File: src/rtl/intc_pkg.sv
// Shared types and default parameters for the interrupt controller.
// The FSM state encoding lives here so the bench and RTL agree on the names.
package intc_pkg;

    localparam int                INTC_NUM_IRQ_DEF    = 4;
    localparam int                INTC_ADDR_W_DEF     = 32;
    localparam logic [31:0]       INTC_VEC_BASE_DEF   = 32'h0000_0000;
    localparam int                INTC_VEC_STRIDE_DEF = 2;

    typedef enum logic [1:0] {
        IDLE    = 2'd0,
        REQ     = 2'd1,
        SERVICE = 2'd2
    } intc_state_e;

    // A single channel still needs a one-bit id port.
    function automatic int intc_id_width(input int n);
        return (n > 1) ? $clog2(n) : 1;
    endfunction

endpackage

File: src/rtl/intc_prio_enc.sv
// Combinational fixed-priority encoder: lowest set index wins.
module intc_prio_enc #(
    parameter int N    = 4,
    parameter int ID_W = 2
) (
    input  logic [N-1:0]    req_i,
    output logic            vld_o,
    output logic [ID_W-1:0] idx_o
);

    always_comb begin
        vld_o = |req_i;
        idx_o = '0;
        // Scan downwards so the lowest set index is the last one written.
        for (int i = N - 1; i >= 0; i--) begin
            if (req_i[i]) begin
                idx_o = ID_W'(i);
            end
        end
    end

endmodule

File: src/rtl/interrupt_controller.sv
// Pending-latch interrupt controller with fixed-priority arbitration and an IDLE/REQ/SERVICE handshake.
// Requests are presented one at a time and held stable until acknowledged; no nesting.
module interrupt_controller
    import intc_pkg::*;
#(
    parameter int                NUM_IRQ    = INTC_NUM_IRQ_DEF,
    parameter int                ADDR_W     = INTC_ADDR_W_DEF,
    parameter logic [ADDR_W-1:0] VEC_BASE   = ADDR_W'(INTC_VEC_BASE_DEF),
    parameter int                VEC_STRIDE = INTC_VEC_STRIDE_DEF,
    localparam int               ID_W       = intc_id_width(NUM_IRQ)
) (
    input  logic               clk,
    input  logic               reset,
    input  logic [NUM_IRQ-1:0] irq_in,
    input  logic               cfg_we,
    input  logic [NUM_IRQ-1:0] cfg_mask,
    input  logic [NUM_IRQ-1:0] cfg_edge,
    input  logic               int_ack,
    input  logic               int_done,
    output logic               int_req,
    output logic [ID_W-1:0]    int_id,
    output logic [ADDR_W-1:0]  int_vector,
    output logic [NUM_IRQ-1:0] pending,
    output logic               busy
);

    intc_state_e        state_q;
    logic [NUM_IRQ-1:0] irq_q;
    logic [NUM_IRQ-1:0] mask_q;
    logic [NUM_IRQ-1:0] edge_q;
    logic [NUM_IRQ-1:0] pending_q;
    logic [NUM_IRQ-1:0] pending_d;
    logic [NUM_IRQ-1:0] set_vec;
    logic [NUM_IRQ-1:0] clr_vec;
    logic [NUM_IRQ-1:0] arb_req;
    logic               int_req_q;
    logic               busy_q;
    logic [ID_W-1:0]    int_id_q;
    logic [ADDR_W-1:0]  int_vector_q;
    logic [ADDR_W-1:0]  int_vector_d;
    logic               enc_vld;
    logic [ID_W-1:0]    enc_idx;

    // Deliberately not reset: a line held high through reset must not look like an edge afterwards.
    always_ff @(posedge clk) begin
        irq_q <= irq_in;
    end

    always_ff @(posedge clk) begin
        if (reset) begin
            mask_q <= '0;
            edge_q <= '1;
        end else if (cfg_we) begin
            mask_q <= cfg_mask;
            edge_q <= cfg_edge;
        end
    end

    always_comb begin
        set_vec = (edge_q & irq_in & ~irq_q) | (~edge_q & irq_in);
        clr_vec = '0;
        if (state_q == REQ && int_ack) begin
            clr_vec[int_id_q] = 1'b1;
        end
        // Set is OR-ed in after the clear so a re-assertion on the ack edge is not lost.
        pending_d = (pending_q & ~clr_vec) | set_vec;
    end

    always_ff @(posedge clk) begin
        if (reset) begin
            pending_q <= '0;
        end else begin
            pending_q <= pending_d;
        end
    end

    assign arb_req = pending_q & mask_q;

    intc_prio_enc #(
        .N    (NUM_IRQ),
        .ID_W (ID_W)
    ) u_prio_enc (
        .req_i (arb_req),
        .vld_o (enc_vld),
        .idx_o (enc_idx)
    );

    assign int_vector_d = VEC_BASE + ADDR_W'(enc_idx) * ADDR_W'(VEC_STRIDE);

    always_ff @(posedge clk) begin
        if (reset) begin
            state_q      <= IDLE;
            int_req_q    <= 1'b0;
            int_id_q     <= '0;
            int_vector_q <= '0;
            busy_q       <= 1'b0;
        end else begin
            case (state_q)
                IDLE: begin
                    if (enc_vld) begin
                        state_q      <= REQ;
                        int_req_q    <= 1'b1;
                        int_id_q     <= enc_idx;
                        int_vector_q <= int_vector_d;
                    end
                end
                REQ: begin
                    if (int_ack) begin
                        state_q   <= SERVICE;
                        int_req_q <= 1'b0;
                        busy_q    <= 1'b1;
                    end
                end
                SERVICE: begin
                    if (int_done) begin
                        state_q <= IDLE;
                        busy_q  <= 1'b0;
                    end
                end
                default: begin
                    state_q   <= IDLE;
                    int_req_q <= 1'b0;
                    busy_q    <= 1'b0;
                end
            endcase
        end
    end

    assign int_req    = int_req_q;
    assign int_id     = int_id_q;
    assign int_vector = int_vector_q;
    assign pending    = pending_q;
    assign busy       = busy_q;

endmodule
File: config.mk
export PLATFORM = sky130hd
export DESIGN_NAME = interrupt_controller
export DESIGN_NICKNAME = d
export VERILOG_FILES = /design/src/rtl/intc_pkg.sv /design/src/rtl/intc_prio_enc.sv /design/src/rtl/interrupt_controller.sv
export SDC_FILE = /design/constraint.sdc
export NUM_CORES = 1
export LEC_CHECK = 0
export BUFFER_PORTS_ARGS = -buffer_cell sky130_fd_sc_hd__buf_2
export CORE_UTILIZATION = 43
export DETAILED_ROUTE_END_ITERATION = 6
export GPL_TIMING_DRIVEN = 0
export HOLD_SLACK_MARGIN = 0.15
export PLACE_DENSITY = 0.87
export RECOVER_POWER = 100
export SLEW_MARGIN = 40
export SYNTH_ARGS = -nofsm -noshare
export SYNTH_HDL_FRONTEND = slang
export SYNTH_SLANG_ARGS = --single-unit
File: constraint.sdc
create_clock -name clk -period 1.31 [get_ports clk]
set_clock_uncertainty 0.05 [all_clocks]
set_input_delay 0.1965 -clock clk [delete_from_list [all_inputs] [get_ports clk]]
set_output_delay 0.1965 -clock clk [all_outputs]
set_load 0.03 [all_outputs]
After elaboration in Yosys (flattened, before gate mapping). Index checks and enable logic that the tools add are counted.

Bits in registers: 22. Input bits: 17. Output and inout bits: 40. Logic and storage cells: 52.

Bitwise logic cells: 12. Eq/ne operators: 5. Reductions and logical operators: 8. Order comparisons: 2. Mux-type cells: 17.

Operators by type and width (count): 4-bit bitwise AND (5); 2-bit two-way mux (7); 4-bit NOT (3); 3-bit AND reduction (3); 4-bit OR (2); 2-bit != test, second input constant (3); 1-bit one-hot mux with 3 select lines (2); 2-bit one-hot mux with 3 select lines (1); 1-bit two-way mux (5); 4-bit two-way mux (1); 4-bit OR reduction (1); 2-bit by 3-bit < comparator with 1-bit output, second input constant (1); 1-bit demux with 2-bit select (1); 2-bit by 1-bit equality test with 1-bit output, second input constant (1); 2-bit equality test, second input constant (1); 2-bit by 1-bit greater-or-equal comparator with 1-bit output, second input constant (1); 1-bit logical AND (2); 2-bit zero test (1); 1-bit NOT (2); 2-bit AND reduction (1).

Longest topological paths before layout.
Depth after elaboration: 8. Mapped depth: 4. Mapped depth without buffers: 3.

Modules after synthesis. Synthesis repeated with hierarchy kept, for this count alone.

Cell total of the unflattened synthesis: 122. Area total of the unflattened synthesis: 1071.0 sq um.

By module, submodules not included: interrupt_controller (area an instance 1036.0 sq um, instances 1, cells each 115, sequential area each 440.4 sq um); intc_prio_enc (area an instance 35.0 sq um, instances 1, cells each 7, sequential area each 0.0 sq um).

Least setup slack after synthesis. OpenSTA, ideal clock, no wires.

Path kind: register -> register. From: register pending_q[2], in the netlist pending[2]. To: register state_q[0]. Stages on the path, launching flop included: 4. Data required time: 1148 ps. Path buffers: 0. Arrival time: 1061 ps. Setup slack: 87 ps. Period minus slack after synthesis: 1223 ps. Setup time: 112 ps. Cell sequence: dfxtp_1 > a22o_1 > nor3_1 > a2111oi_1.

Word-level cells in the longest chain between the ends: 4.

RTL lines: start, declared (line interrupt_controller.sv:31) `logic [NUM_IRQ-1:0] pending_q;`; start signal, assigned (line interrupt_controller.sv:73) `pending_q <= pending_d;`; 4-bit bitwise AND (line interrupt_controller.sv:77) `assign arb_req = pending_q & mask_q;`; 4-bit OR reduction (line intc_prio_enc.sv:12) `vld_o = |req_i;`; 2-bit != test (no source line); 3-bit AND reduction (no source line); end signal, assigned (line interrupt_controller.sv:92) `state_q <= IDLE;`; end signal, assigned (line interrupt_controller.sv:101) `state_q <= REQ;`; end signal, assigned (line interrupt_controller.sv:109) `state_q <= SERVICE;`; end, declared (line interrupt_controller.sv:27) `intc_state_e state_q;`.

Every way passes these cells. A chain may end at the register's enable or synchronous reset.

==> metrics.yaml <==
grt_max_degree: 13
dp_hpwl_um: 1440
place_congestion: 0.804
wirelength_um: 2050
place_area_sq_mm: 0.00132
synth_top_area_share_pct: 41.8
wl_per_cell_um: 9.38
htreeDepth: 1
ys_seq_area_share_pct: 41.8
startpoint_type: "register"
netlist_instances: 118
post-route-min-period_ps: 1270
postLayoutSetupSlackWorst_ps: 41.0
core_area_sq_mm: 0.00225
synth-compound-area-share_pct: 17.4
firstDrtPassIters: 5
outcome: "finished clean"
syn_to_final_growth_pct: 42.0
cts.sinks: 22
path_class: "reg2out"
leakage_nw: 0.763
drt_iter0_drc: 7
rows: 17
dieArea_sq_mm: 0.00265
synthTopCellsByArea: "dfxtp_1 42%, buf_4 23%, nand2_1 5.0%"
hp-class: "in2reg"
synth-simple-area-share_pct: 11.7
dr_total_vias: 930
ys_types: 23
clk_latency_ps: 300
viasPerCell: 4.27
dp_cells: 200
yosysWarningCount: 0
cts_made_buffers: 3
drv_cap: 0
synth_fa_ha_area_share_pct: 0
synth_mux_area_share_pct: 3.80
cp_data_arrival_time_ps: 1020
max-clock-path-buffers: 2
synth_top_family_by_area: "buffers and inverters"
end_kind: "output port"
postSynthAreaPerCell_sq_um: 8.94
power_density_mw_per_mm2: 1030
rsz0062_at_grt: "false"
fmax_mhz: 788
clk_pin_slew_ps: 120
drive_gt1_share_pct: 33.2
pre_cts_ws_ps: 132
grtUsageTotal_pct: 15.2
ant_nets: 0
n_antenna_cell: 0
post_cts_buffers: 0
fillers: 208
dieHeight_um: 51.5
portBuffers: 25
start_util_pct: 46.8
peakVddDrop_mv: 0.885
worstPathMaxFanout: 7
grt_pass1_wl_um: 3060
yosys.area.top_type: "dfxtp_1"
stdcell_area_sq_mm: 0.00150
finalSetupViolations: 0
io_pins: 57
fin_crit_sh_pct: 96.9
yosys.area_share.xor_xnor_pct: 0
hold_viol: 0
slew_violations: 0
antenna_found_initial: 0
clock-root-buffer: "clkbuf_4"
first_global_vias: 790
final_cells: 218
synthesis.area_sq_mm: 0.00105
finalSetupTns_ps: 0
synth_seq_cells: 22
power_w: 0.00154
cts_tree: "yes"
drc: 0
grt-ovfl-total: 0
cp.required_ps: 1060
die_w_um: 51.5
nNetsFinal: 208
-- where the power goes --
part	internal (W)	switching, W
Sequential	0.000715	0.0000329
Clock	0.000169	0.000199
Combinational	0.000169	0.000254
-- area by class of cell --
cell class / count / area, sq um / area share, %
flip-flops and latches: 22 / 443 / 29.6
inverters: 1 / 3.75 / 0.251
repair buffers: 39 / 259 / 17.3
plain buffers: 36 / 259 / 17.3
clock buffers: 4 / 36.3 / 2.42
well taps: 28 / 35.0 / 2.34
multi-input cells: 88 / 462 / 30.8
-- cells in the mapped netlist --
cell       number
a211o_1         4
a2111oi_1       1
buf_4          32
conb_1          1
a221oi_2        1
o21ai_0         6
buf_2           3
nand2_1        14
mux2i_1         4
nor2_2          1
nor3_1          1
a211oi_1        1
nor2b_1         4
a21oi_1         9
nor2_1          5
nand3b_1        1
o31ai_1         2
a22o_1          2
clkbuf_1        1
nand4b_1        1
inv_1           1
dfxtp_1        22
a31o_1          1
-- layout by cell type, fill, tap and decap left out, types with 2 or more instances in the layout --
cell,n
conb_1,30
a211o_1,4
dfxtp_1,20
nor2_1,6
a21oi_1,9
dlygate4sd3_1,14
clkbuf_1,6
clkbuf_2,7
nor2b_1,4
dfxtp_2,2
clkbuf_4,3
buf_4,32
a22o_1,2
nand2_1,14
mux2i_1,4
o21ai_0,6
buf_2,16
-- metal layers --
metal | track usage (%) | vias to the layer above | share of wire, % | wire length [um]
li1 | - | 480 | - | -
met1 | 15.7 | 404 | 40 | 813
met2 | 30.7 | 44 | 52 | 1070
met3 | 2.34 | 2 | 7.7 | 158
met4 | 4.50 | 0 | 0.34 | 7
met5 | 0 | - | 0 | 0
-- registers in the layout (all words and copies together), names as in the netlist --
register and cells:
state_q 2, edge_q 4, pending 4, int_req 1, busy 1, int_id 2
irq_q 4, mask_q 4
-- cells by family (layout without fill, tap and decap cells) --
family / count (synthesis) / after routing
other cells: 1 / 30
compound gates: 27 / 27
simple gates: 27 / 27
buf+inv: 37 / 80
mux: 4 / 4
flops: 22 / 22
-- worst paths after layout --
path                                 start             to  slack (ps)  depth (start not counted)
worst max-delay path             int_id[0]  int_vector[1]          40                          2
worst max register to register  state_q[0]      int_id[0]          70                          4
worst min register to register        busy           busy         420                          2
worst min-delay path                cfg_we      edge_q[0]         200                          3
-- worst max-delay path, cell delays in order, from the launching register on --
cell and delay (ps):
dfxtp_2 420, buf_4 120, buf_2 180
-- repair_timing --
| item | CTS | global route |
|---|---|---|
| endpoints found under the setup margin | 2 | 1 |
| gates resized for setup | 2 | 1 |
| hold endpoints to repair | 19 | 0 |
| pin swaps | 0 | 0 |
| hold buffers | 14 | 0 |
-- stage by stage --
stage / utilization [%] / hold slack, ps
finish: 66.4 / 203
global route: 66.4 / 209
CTS: 66.6 / 204
detailed placement: 58.7 / 268
global placement: 58.7 / 265
floorplan: - / 174
Power figures use the tool's default switching activity.
